### src/rtl/ramb4_s2_rd_pkg.sv
// Shared types and constants for the RAMB4_S2 stream reader.
package ramb4_s2_rd_pkg;

  localparam int unsigned ADDR_W    = 11;
  localparam int unsigned DATA_W    = 2;
  localparam int unsigned LANES     = 4;
  localparam int unsigned RAM_DEPTH = 1 << ADDR_W;

  typedef enum logic [1:0] {
    IDLE,
    READ,
    DRAIN,
    FIN
  } state_t;

  // Word counts beyond the RAM depth would re-read the same words; cap at one full pass.
  function automatic int unsigned clamp_len(input int unsigned len);
    return (len > RAM_DEPTH) ? RAM_DEPTH : len;
  endfunction

endpackage

### src/rtl/ramb_lane_packer.sv
// Packs captured RAM words into beats and holds each beat on a valid/ready port.
module ramb_lane_packer #(
  parameter int unsigned DATA_W = ramb4_s2_rd_pkg::DATA_W,
  parameter int unsigned LANES  = ramb4_s2_rd_pkg::LANES
) (
  input  logic                    i_clk,
  input  logic                    i_rst,
  input  logic                    i_cap_vld,
  input  logic                    i_cap_last,
  input  logic [DATA_W-1:0]       i_data,
  input  logic                    i_ready,
  output logic [DATA_W*LANES-1:0] o_data,
  output logic [LANES-1:0]        o_keep,
  output logic                    o_last,
  output logic                    o_valid,
  output logic                    o_loading
);
  import ramb4_s2_rd_pkg::*;

  localparam int unsigned LANE_W = $clog2(LANES);

  logic [LANE_W-1:0]       r_lane;
  logic [DATA_W*LANES-1:0] r_lanes;
  logic [DATA_W*LANES-1:0] r_out_data;
  logic [LANES-1:0]        r_out_keep;
  logic                    r_out_last;
  logic                    r_out_valid;

  logic                    w_complete;
  logic [DATA_W*LANES-1:0] w_beat;
  logic [LANES-1:0]        w_keep;

  // Merge the incoming word into its lane and derive the filled-lane mask.
  always_comb begin
    w_complete = i_cap_vld && ((r_lane == '1) || i_cap_last);
    w_beat     = r_lanes;
    w_beat[r_lane*DATA_W +: DATA_W] = i_data;
    w_keep     = '0;
    for (int unsigned k = 0; k < LANES; k++) begin
      if (LANE_W'(k) <= r_lane) w_keep[k] = 1'b1;
    end
  end

  // Lane accumulator: lanes restart cleared so a partial final beat has zero upper lanes.
  always_ff @(posedge i_clk) begin
    if (i_rst) begin
      r_lane  <= '0;
      r_lanes <= '0;
    end else if (i_cap_vld) begin
      if (w_complete) begin
        r_lane  <= '0;
        r_lanes <= '0;
      end else begin
        r_lane  <= r_lane + LANE_W'(1);
        r_lanes <= w_beat;
      end
    end
  end

  // Output holding register: loads a completed beat, otherwise holds until accepted.
  always_ff @(posedge i_clk) begin
    if (i_rst) begin
      r_out_data  <= '0;
      r_out_keep  <= '0;
      r_out_last  <= 1'b0;
      r_out_valid <= 1'b0;
    end else if (w_complete) begin
      r_out_data  <= w_beat;
      r_out_keep  <= w_keep;
      r_out_last  <= i_cap_last;
      r_out_valid <= 1'b1;
    end else if (r_out_valid && i_ready) begin
      r_out_valid <= 1'b0;
    end
  end

  assign o_data    = r_out_data;
  assign o_keep    = r_out_keep;
  assign o_last    = r_out_last;
  assign o_valid   = r_out_valid;
  assign o_loading = w_complete;

endmodule

### src/rtl/ramb4_s2_stream_reader.sv
// Sequential block-RAM reader that streams packed 4-word beats with backpressure.
module ramb4_s2_stream_reader #(
  parameter int unsigned ADDR_W = ramb4_s2_rd_pkg::ADDR_W,
  parameter int unsigned DATA_W = ramb4_s2_rd_pkg::DATA_W,
  parameter int unsigned LANES  = ramb4_s2_rd_pkg::LANES,
  parameter int unsigned LEN_W  = 12
) (
  input  logic                    CLK,
  input  logic                    RST,
  input  logic                    START,
  input  logic [ADDR_W-1:0]       BASE_ADDR,
  input  logic [LEN_W-1:0]        LEN,
  output logic                    BUSY,
  output logic                    DONE,
  output logic [ADDR_W-1:0]       RAM_ADDR,
  output logic                    RAM_EN,
  output logic                    RAM_WE,
  output logic                    RAM_RST,
  input  logic [DATA_W-1:0]       RAM_DO,
  output logic [DATA_W*LANES-1:0] M_DATA,
  output logic [LANES-1:0]        M_KEEP,
  output logic                    M_LAST,
  output logic                    M_VALID,
  input  logic                    M_READY
);
  import ramb4_s2_rd_pkg::*;

  localparam int unsigned CNT_W  = ADDR_W + 1;
  localparam int unsigned LANE_W = $clog2(LANES);

  state_t            r_state;
  state_t            w_state_nxt;
  logic [ADDR_W-1:0] r_base;
  logic [CNT_W-1:0]  r_len;
  logic [CNT_W-1:0]  r_issued;
  logic              r_cap_vld;
  logic              r_cap_last;

  logic [CNT_W-1:0]  w_len_clamped;
  logic              w_final_word;
  logic              w_beat_end;
  logic              w_out_free;
  logic              w_issue;
  logic              w_loading;
  logic              w_last_hs;

  // Issue gating. A beat-completing read lands in the output register one cycle
  // later, so the register must be free by then. A beat loading this cycle
  // (lane-3 read followed directly by a lone final word) also blocks the issue,
  // otherwise that final word could overwrite an unaccepted beat.
  always_comb begin
    w_len_clamped = CNT_W'(clamp_len(32'(LEN)));
    w_final_word  = (r_issued == r_len - CNT_W'(1));
    w_beat_end    = (r_issued[LANE_W-1:0] == '1) || w_final_word;
    w_out_free    = (!M_VALID || M_READY) && !w_loading;
    w_issue       = (r_state == READ) && (!w_beat_end || w_out_free);
    w_last_hs     = M_VALID && M_READY && M_LAST;
  end

  // State register.
  always_ff @(posedge CLK) begin
    if (RST) r_state <= IDLE;
    else     r_state <= w_state_nxt;
  end

  // Next-state logic.
  always_comb begin
    w_state_nxt = r_state;
    unique case (r_state)
      IDLE:  if (START) w_state_nxt = (w_len_clamped == '0) ? FIN : READ;
      READ:  if (w_issue && w_final_word) w_state_nxt = DRAIN;
      DRAIN: if (w_last_hs) w_state_nxt = FIN;
      FIN:   w_state_nxt = IDLE;
      default: w_state_nxt = IDLE;
    endcase
  end

  // Command latch, word-issue counter and read-return tracking.
  always_ff @(posedge CLK) begin
    if (RST) begin
      r_base     <= '0;
      r_len      <= '0;
      r_issued   <= '0;
      r_cap_vld  <= 1'b0;
      r_cap_last <= 1'b0;
    end else begin
      if (r_state == IDLE && START) begin
        r_base   <= BASE_ADDR;
        r_len    <= w_len_clamped;
        r_issued <= '0;
      end else if (w_issue) begin
        r_issued <= r_issued + CNT_W'(1);
      end
      r_cap_vld  <= w_issue;
      r_cap_last <= w_issue && w_final_word;
    end
  end

  // Output decode.
  always_comb begin
    BUSY     = (r_state == READ) || (r_state == DRAIN);
    DONE     = (r_state == FIN);
    RAM_EN   = w_issue;
    RAM_ADDR = (r_state == READ) ? (r_base + r_issued[ADDR_W-1:0]) : '0;
    RAM_WE   = 1'b0;
    RAM_RST  = 1'b0;
  end

  ramb_lane_packer #(
    .DATA_W (DATA_W),
    .LANES  (LANES)
  ) u_packer (
    .i_clk      (CLK),
    .i_rst      (RST),
    .i_cap_vld  (r_cap_vld),
    .i_cap_last (r_cap_last),
    .i_data     (RAM_DO),
    .i_ready    (M_READY),
    .o_data     (M_DATA),
    .o_keep     (M_KEEP),
    .o_last     (M_LAST),
    .o_valid    (M_VALID),
    .o_loading  (w_loading)
  );

endmodule

### config.mk
export PLATFORM = sky130hd
export DESIGN_NAME = ramb4_s2_stream_reader
export DESIGN_NICKNAME = d
export VERILOG_FILES = /design/src/rtl/ramb4_s2_rd_pkg.sv /design/src/rtl/ramb_lane_packer.sv /design/src/rtl/ramb4_s2_stream_reader.sv
export SDC_FILE = /design/constraint.sdc
export NUM_CORES = 1
export LEC_CHECK = 0
export CAP_MARGIN = 20
export CORE_MARGIN = 2
export CORE_UTILIZATION = 58
export CTS_CLUSTER_SIZE = 14
export DETAILED_ROUTE_END_ITERATION = 10
export GPL_TIMING_DRIVEN = 0
export PLACE_DENSITY = 0.86
export SYNTH_ARGS = -nofsm -noshare
export SYNTH_HDL_FRONTEND = slang
export SYNTH_SLANG_ARGS = --single-unit
### constraint.sdc
create_clock -name CLK -period 6.7 [get_ports CLK]
set_input_delay 0.67 -clock CLK [delete_from_list [all_inputs] [get_ports CLK]]
set_output_delay 0.67 -clock CLK [all_outputs]
set_load 0.02 [all_outputs]
==> flow_metrics.py, run 1 <==
metrics = {
    "synth": {
        "ys_seq_area_share_pct": 35.5,
        "yosysWarningCount": 0,
        "avgSynthCellArea_um2": 8.22,
        "synth_top_family_by_area": "simple AND/OR/NAND/NOR gates",
        "synth_edf_count": 0,
        "synth_cell_types": 54,
        "syn_inst": 433,
        "synth_seq_cells": 63,
        "synth-main-ff-cell": "dfxtp_1",
        "synth-compound-area-share_pct": 17.3,
        "synth-simple-area-share_pct": 26.0,
        "synthXorXnorAreaFrac_pct": 6.89,
        "synthAdderAreaFrac_pct": 9.00,
        "synthMuxAreaShare_pct": 0.844,
        "async_flop_share_pct": 0,
        "synthesis.area_mm2": 0.00356,
    },
    "critical_path": {
        "reg2reg_to": "r_issued[1]",
        "r2r_cells": 12,
        "startpoint": "r_len[0]",
        "worstSetupPathType": "reg2out",
        "cp.required_ps": 6030,
        "cp_max_fo": 10,
        "reg2reg_slack_ps": 3740,
        "start_kind": "flop",
        "critical_path.endpoint": "RAM_EN",
        "cp-end-kind": "primary output",
        "cp.arrival_ps": 3520,
        "reg2reg_from": "r_len[0]",
    },
    "clocking": {
        "cts.htree.levels": 3,
        "cts-root-buf": "clkbuf_8",
        "cts.reportedPaths.clkPinSlew_ps": 70,
        "cts_resized": 0,
        "clkSinkCount": 63,
        "post_cts_buffers": 0,
        "cts_tree": "built",
        "cts_hold_buf": 0,
        "cts_buffers": 9,
        "cts_buffer_depth": 2,
        "clk_latency_ps": 350,
    },
    "place": {
        "port_buffers": 55,
        "placedCellCount": 564,
        "dp_hpwl_mm": 6.38,
        "routabilityCongestion": 0.910,
    },
    "timing": {
        "finalCritPeriodShare_pct": 62.5,
        "worst_pin_slew_ps": 1040,
        "period_minus_slack_ps": 4190,
        "worst_slew_margin_rel_pct": 30.6,
        "setup_violations": 0,
        "tns_ps": 0,
        "hold_violations": 0,
        "rsz0062_at_grt": "no",
        "fmax_ghz": 0.239,
        "fin_skew_ps": 6.30,
        "maxSlewViolCount": 0,
    },
    "detailed_routing": {
        "post-route-drc-count": 0,
        "viasPerCell": 5.67,
        "vias": 3289,
        "wl_per_cell_um": 14.9,
        "first_pass_iters": 4,
        "drt_iter0_drc": 221,
        "wl_mm": 8.62,
        "final_antenna_net_count": 0,
    },
    "grt": {
        "track_usage_pct": 26.2,
        "grt_first_pass_wirelength_mm": 13.6,
        "grt_start_max_net_pins": 12,
        "antenna_found_initial": 0,
        "grt_pass1_vias": 3063,
        "grt-ovfl-total": 0,
    },
    "outcome": {
        "status": "completed",
    },
    "layout": {
        "antenna_cells": 0,
        "fin_nets": 554,
        "layout-drive-gt1-share_pct": 5.74,
        "final_core_util_pct": 74.4,
        "area_growth_pct": 23.8,
        "fillers": 444,
        "finalNonFillerCells": 580,
        "register_area_mm2": 0.00126,
        "multi_input_area_mm2": 0.00214,
        "final_common_cell": "dfxtp_1",
        "layout_common_cells": "63 x dfxtp_1, 55 x clkdlybuf4s50_1, 52 x nor2_1",
    },
    "die": {
        "die-area_mm2": 0.00678,
        "initial_utilization_pct": 60.1,
        "rows": 28,
        "die_h_um": 82.3,
        "core_mm2": 0.00592,
        "fp.dieW_um": 82.3,
        "ios": 59,
    },
    "min_path": {
        "worstHoldPathType": "reg2reg",
    },
    "power": {
        "power_density_mw_per_mm2": 282,
        "ir_worst_vdd_v": 0.000205,
        "leakagePower_nw": 1.65,
    },
    "job": {
        "max_cap_viol_count": 0,
    },
}
[worst min path at each step]
stage | startpoint | end | slack, ps | depth (start not counted)
2_1_floorplan | r_base[0] | r_base[0] | 440 | 2
3_3_place_gp | r_base[8] | r_base[8] | 450 | 2
3_5_place_dp | r_base[5] | r_base[5] | 460 | 2
4_1_cts | r_base[5] | r_base[5] | 470 | 2
5_1_grt | r_base[7] | r_base[7] | 490 | 2
6_report | r_base[5] | r_base[5] | 470 | 2
[layer usage]
layer | up-vias | routed length, um | global-route usage, % | part of all wire (%)
li1 | 1649 | - | - | -
met1 | 1552 | 3740 | 31.4 | 43
met2 | 80 | 4360 | 45.7 | 51
met3 | 8 | 446 | 4.35 | 5.2
met4 | 0 | 76 | 11.5 | 0.88
met5 | - | 0 | 0 | 0
[cells in the mapped netlist (8+ instances only)]
library cell	instances	area share, %
inv_1	14	1.5
a21oi_1	37	5.2
a211oi_1	10	2.1
nor2b_1	18	3.2
o21ai_0	9	1.3
nand3_1	13	1.8
nor3_1	13	1.8
xnor2_1	21	5.2
clkbuf_1	18	1.9
ha_1	24	8.4
a31oi_1	8	1.4
and2_1	10	1.8
nand2_1	44	4.6
nor2_1	52	5.5
dfxtp_1	63	35
[flip-flops by register name (all words and copies together), names as in the netlist]
register	count
r_len	12
u_packer.o_last	1
r_issued	12
r_cap_vld	1
r_cap_last	1
u_packer.o_valid	1
u_packer.o_data	8
u_packer.o_keep	4
r_base	11
r_state	2
u_packer.r_lane	2
u_packer.r_lanes	8
[metrics by stage]
stage / worst slack [ps] / instance area, um^2 / hold slack [ps] / total power [mW]
floorplan: 3780 / 3560 / 441 / 0.777
global placement: 2980 / 4210 / 451 / 0.894
detailed placement: 2940 / 4210 / 458 / 0.911
CTS: 2540 / 4400 / 468 / 1.24
global route: 2370 / 4400 / 492 / 1.31
finish: 2510 / 4400 / 470 / 1.24
[cells by family (layout without fill, tap and decap cells)]
group,Yosys count,in the layout
AOI/OAI and AO/OA,94,94
other,1,2
buffers and inverters,36,107
and+or+nand+nor,183,183
xor gates and xnor gates,28,28
adders and majority gates,25,25
muxes,3,3
DFF,63,63
[power breakdown]
part	leakage (nW)	total (mW)	internal, mW	switching [mW]
sequential	0.511	0.451	0.410	0.0408
combinational	1.04	0.458	0.189	0.269
clock	0.0981	0.332	0.180	0.153
[worst max-delay path, cell delays in order (launching register included)]
cell and delay, ps:
dfxtp_1 350, inv_1 80, ha_1 210, nor2b_1 420
a31oi_1 140, or4_1 500, a311oi_2 260, nand4_2 230
a22oi_2 210, buf_6 190, inv_6 50, clkdlybuf4s50_1 530
[final cells by class]
| class | instances | area share (%) |
|---|---|---|
| multi-input combinational | 335 | 48.7 |
| sequential | 63 | 28.6 |
| timing repair buffer | 55 | 12.5 |
| clock buffer | 10 | 3.13 |
| buffer | 21 | 2.13 |
| tap | 75 | 2.13 |
| inverter | 15 | 1.39 |
| clock inverter | 6 | 1.36 |
Note: power is estimated with default switching activity, not from simulation.
==> inputs of run 2 (changes only) <==
--- a/config.mk
+++ b/config.mk
@@ -7,11 +7,11 @@
 export LEC_CHECK = 0
 export CAP_MARGIN = 20
 export CORE_MARGIN = 2
-export CORE_UTILIZATION = 58
+export CORE_UTILIZATION = 54
 export CTS_CLUSTER_SIZE = 14
 export DETAILED_ROUTE_END_ITERATION = 10
 export GPL_TIMING_DRIVEN = 0
-export PLACE_DENSITY = 0.86
+export PLACE_DENSITY = 0.81
 export SYNTH_ARGS = -nofsm -noshare
 export SYNTH_HDL_FRONTEND = slang
 export SYNTH_SLANG_ARGS = --single-unit
==> constraint.sdc (replaced) <==
create_clock -name CLK -period 4.1 [get_ports CLK]
set_input_delay 0.41 -clock CLK [delete_from_list [all_inputs] [get_ports CLK]]
set_output_delay 0.41 -clock CLK [all_outputs]
set_load 0.02 [all_outputs]
==> run 2 against run 1 <==
Net effect:
- final cell count rose by 0.34%
- via count did not move
- largest cell class unchanged
- worst hold slack got worse by 5.5 ps
- first-iteration DRC count fell by 26%
- non-clock buffer count did not move
- largest power group unchanged
==> flow_metrics.py, run 2 (synthesized netlist as in run 1, its figures left out) <==
metrics = {
    "outcome": {
        "status": "completed",
    },
    "clocking": {
        "cts.reportedPaths.clkPinSlew_ps": 70,
        "cts_buffers": 9,
        "post_cts_buffers": 0,
        "clk_latency_ps": 350,
        "cts_buffer_depth": 2,
        "cts-root-buf": "clkbuf_8",
        "clkSinkCount": 63,
        "cts_hold_buf": 0,
        "cts_resized": 0,
        "cts_tree": "built",
        "cts.htree.levels": 3,
    },
    "timing": {
        "setup_violations": 0,
        "period_minus_slack_ps": 3850,
        "finalCritPeriodShare_pct": 93.8,
        "rsz0062_at_grt": "no",
        "tns_ps": 0,
        "fin_skew_ps": 6.32,
        "maxSlewViolCount": 0,
        "worst_pin_slew_ps": 990,
        "hold_violations": 0,
        "fmax_ghz": 0.260,
        "worst_slew_margin_rel_pct": 33.6,
    },
    "place": {
        "placedCellCount": 566,
        "routabilityCongestion": 0.857,
        "placed_area_mm2": 0.00421,
        "port_buffers": 55,
        "dp_hpwl_mm": 6.44,
    },
    "grt": {
        "grt-ovfl-total": 0,
        "grt_start_max_net_pins": 12,
        "grt_pass1_vias": 3110,
        "grt_first_pass_wirelength_mm": 14.2,
        "antenna_found_initial": 0,
        "track_usage_pct": 24.6,
    },
    "detailed_routing": {
        "final_antenna_net_count": 0,
        "wl_mm": 8.60,
        "vias": 3289,
        "drt_iter0_drc": 163,
        "viasPerCell": 5.65,
        "post-route-drc-count": 0,
        "wl_per_cell_um": 14.8,
        "first_pass_iters": 4,
    },
    "critical_path": {
        "cp.arrival_ps": 3440,
        "path_cells": "inv_1 -> ha_1 -> nor2b_2 -> a31oi_1 -> or4_1 -> a311oi_2 -> nand4_2 -> a22oi_2 -> buf_6 -> inv_6 -> clkdlybuf4s50_1",
        "worstSetupPathType": "reg2out",
        "critical_path.top_delay_family": "simple AND/OR/NAND/NOR gates",
        "crit_buf_inv": 4,
        "cp-end-kind": "primary output",
        "cp.required_ps": 3690,
        "start_kind": "flop",
        "slowest_delay_ps": 530,
        "cp_max_fo": 10,
        "cpMaxStageDelayCell": "clkdlybuf4s50_1",
    },
    "power": {
        "power.total_mw": 2.04,
        "pwr-share-clk_pct": 27.1,
        "p_switching_uw": 765,
        "p_comb_share_pct": 37.0,
        "leakagePower_nw": 1.65,
        "ir_worst_vdd_v": 0.000397,
        "seqPwrFrac_pct": 36.0,
        "internal-power_mw": 1.28,
        "power_density_mw_per_mm2": 463,
        "switching_share_pct": 37.5,
    },
    "layout": {
        "layout_common_cells": "62 x dfxtp_1, 55 x clkdlybuf4s50_1, 52 x nor2_1",
        "fin_nets": 554,
        "layout-drive-gt1-share_pct": 5.94,
        "fin_area_mm2": 0.00441,
        "finalNonFillerCells": 582,
        "antenna_cells": 0,
        "area_growth_pct": 24.0,
        "final_common_cell": "dfxtp_1",
        "fillers": 551,
        "top_regs": "r_issued x12, r_len x12, r_base x11",
        "final_core_util_pct": 69.5,
    },
    "die": {
        "die-area_mm2": 0.00725,
        "initial_utilization_pct": 56.0,
        "ios": 59,
        "fp.dieW_um": 85.2,
        "rows": 29,
        "core_mm2": 0.00635,
        "die_h_um": 85.2,
    },
    "job": {
        "max_cap_viol_count": 0,
    },
    "min_path": {
        "worstHoldPathType": "reg2reg",
    },
}
==> run 2: cell types whose count changed in the layout (fill, tap and decap cells not counted) <==
cell / before / now
dfxtp_2: 0 / 1
clkinv_2: 3 / 1
nor2b_1: 18 / 17
dfxtp_1: 63 / 62
clkinvlp_4: 2 / 3
nor2b_2: 0 / 1
clkbuf_1: 18 / 19
==> run 2: routing by layer <==
layer / vias up / track usage [%] / share of wire [%]
met5: - / 0 / 0
met4: 0 / 10.8 / 1.7
met3: 16 / 5.25 / 4.6
met2: 77 / 42.4 / 51
met1: 1542 / 29.5 / 43
li1: 1654 / - / -
==> run 2: power groups by stage <==
| stage | Sequential [mW] | Clock [mW] | Combinational [mW] |
|---|---|---|---|
| global placement | 0.744 | 0 | 0.729 |
| floorplan | 0.731 | 0 | 0.538 |
| CTS | 0.733 | 0.562 | 0.755 |
| finish | 0.734 | 0.552 | 0.755 |
| detailed placement | 0.747 | 0 | 0.750 |
| global route | 0.743 | 0.590 | 0.838 |
==> run 2: metrics by stage <==
stage	hold slack, ps	worst slack [ps]
6_report	464	254
5_1_grt	484	116
4_1_cts	465	168
3_5_place_dp	457	573
3_3_place_gp	450	631
2_1_floorplan	441	1440
==> run 2: final timing paths <==
path                            startpoint          end  slack (ps)  cells past startpoint
worst max-delay path              r_len[0]       RAM_EN         250                     11
worst min-delay path             r_base[5]    r_base[5]         460                      2
worst max register to register    r_len[0]  r_issued[1]        1230                     12
worst min register to register   r_base[5]    r_base[5]         460                      2
==> run 2: worst register-to-register path: cells and delay by family (launching register included) <==
| family | cells | cell delay, ps |
|---|---|---|
| flip-flops | 1 | 360 |
| multiplexers | 1 | 140 |
| buffers and inverters | 3 | 330 |
| adder cells (fa/ha/maj) | 1 | 220 |
| AND/OR/NAND/NOR | 4 | 1100 |
| AO/OA/AOI/OAI | 3 | 600 |
==> run 2: area by class of cell <==
| cell class | count | area (um^2) | area share (%) |
|---|---|---|---|
| Multi-Input combinational cell | 335 | 2150 | 48.7 |
| Sequential cell | 63 | 1260 | 28.6 |
| Timing Repair Buffer | 55 | 551 | 12.5 |
| Clock buffer | 11 | 141 | 3.21 |
| Tap cell | 77 | 96.3 | 2.18 |
| Buffer | 21 | 93.8 | 2.13 |
| Inverter | 15 | 61.3 | 1.39 |
| Clock inverter | 5 | 57.6 | 1.30 |
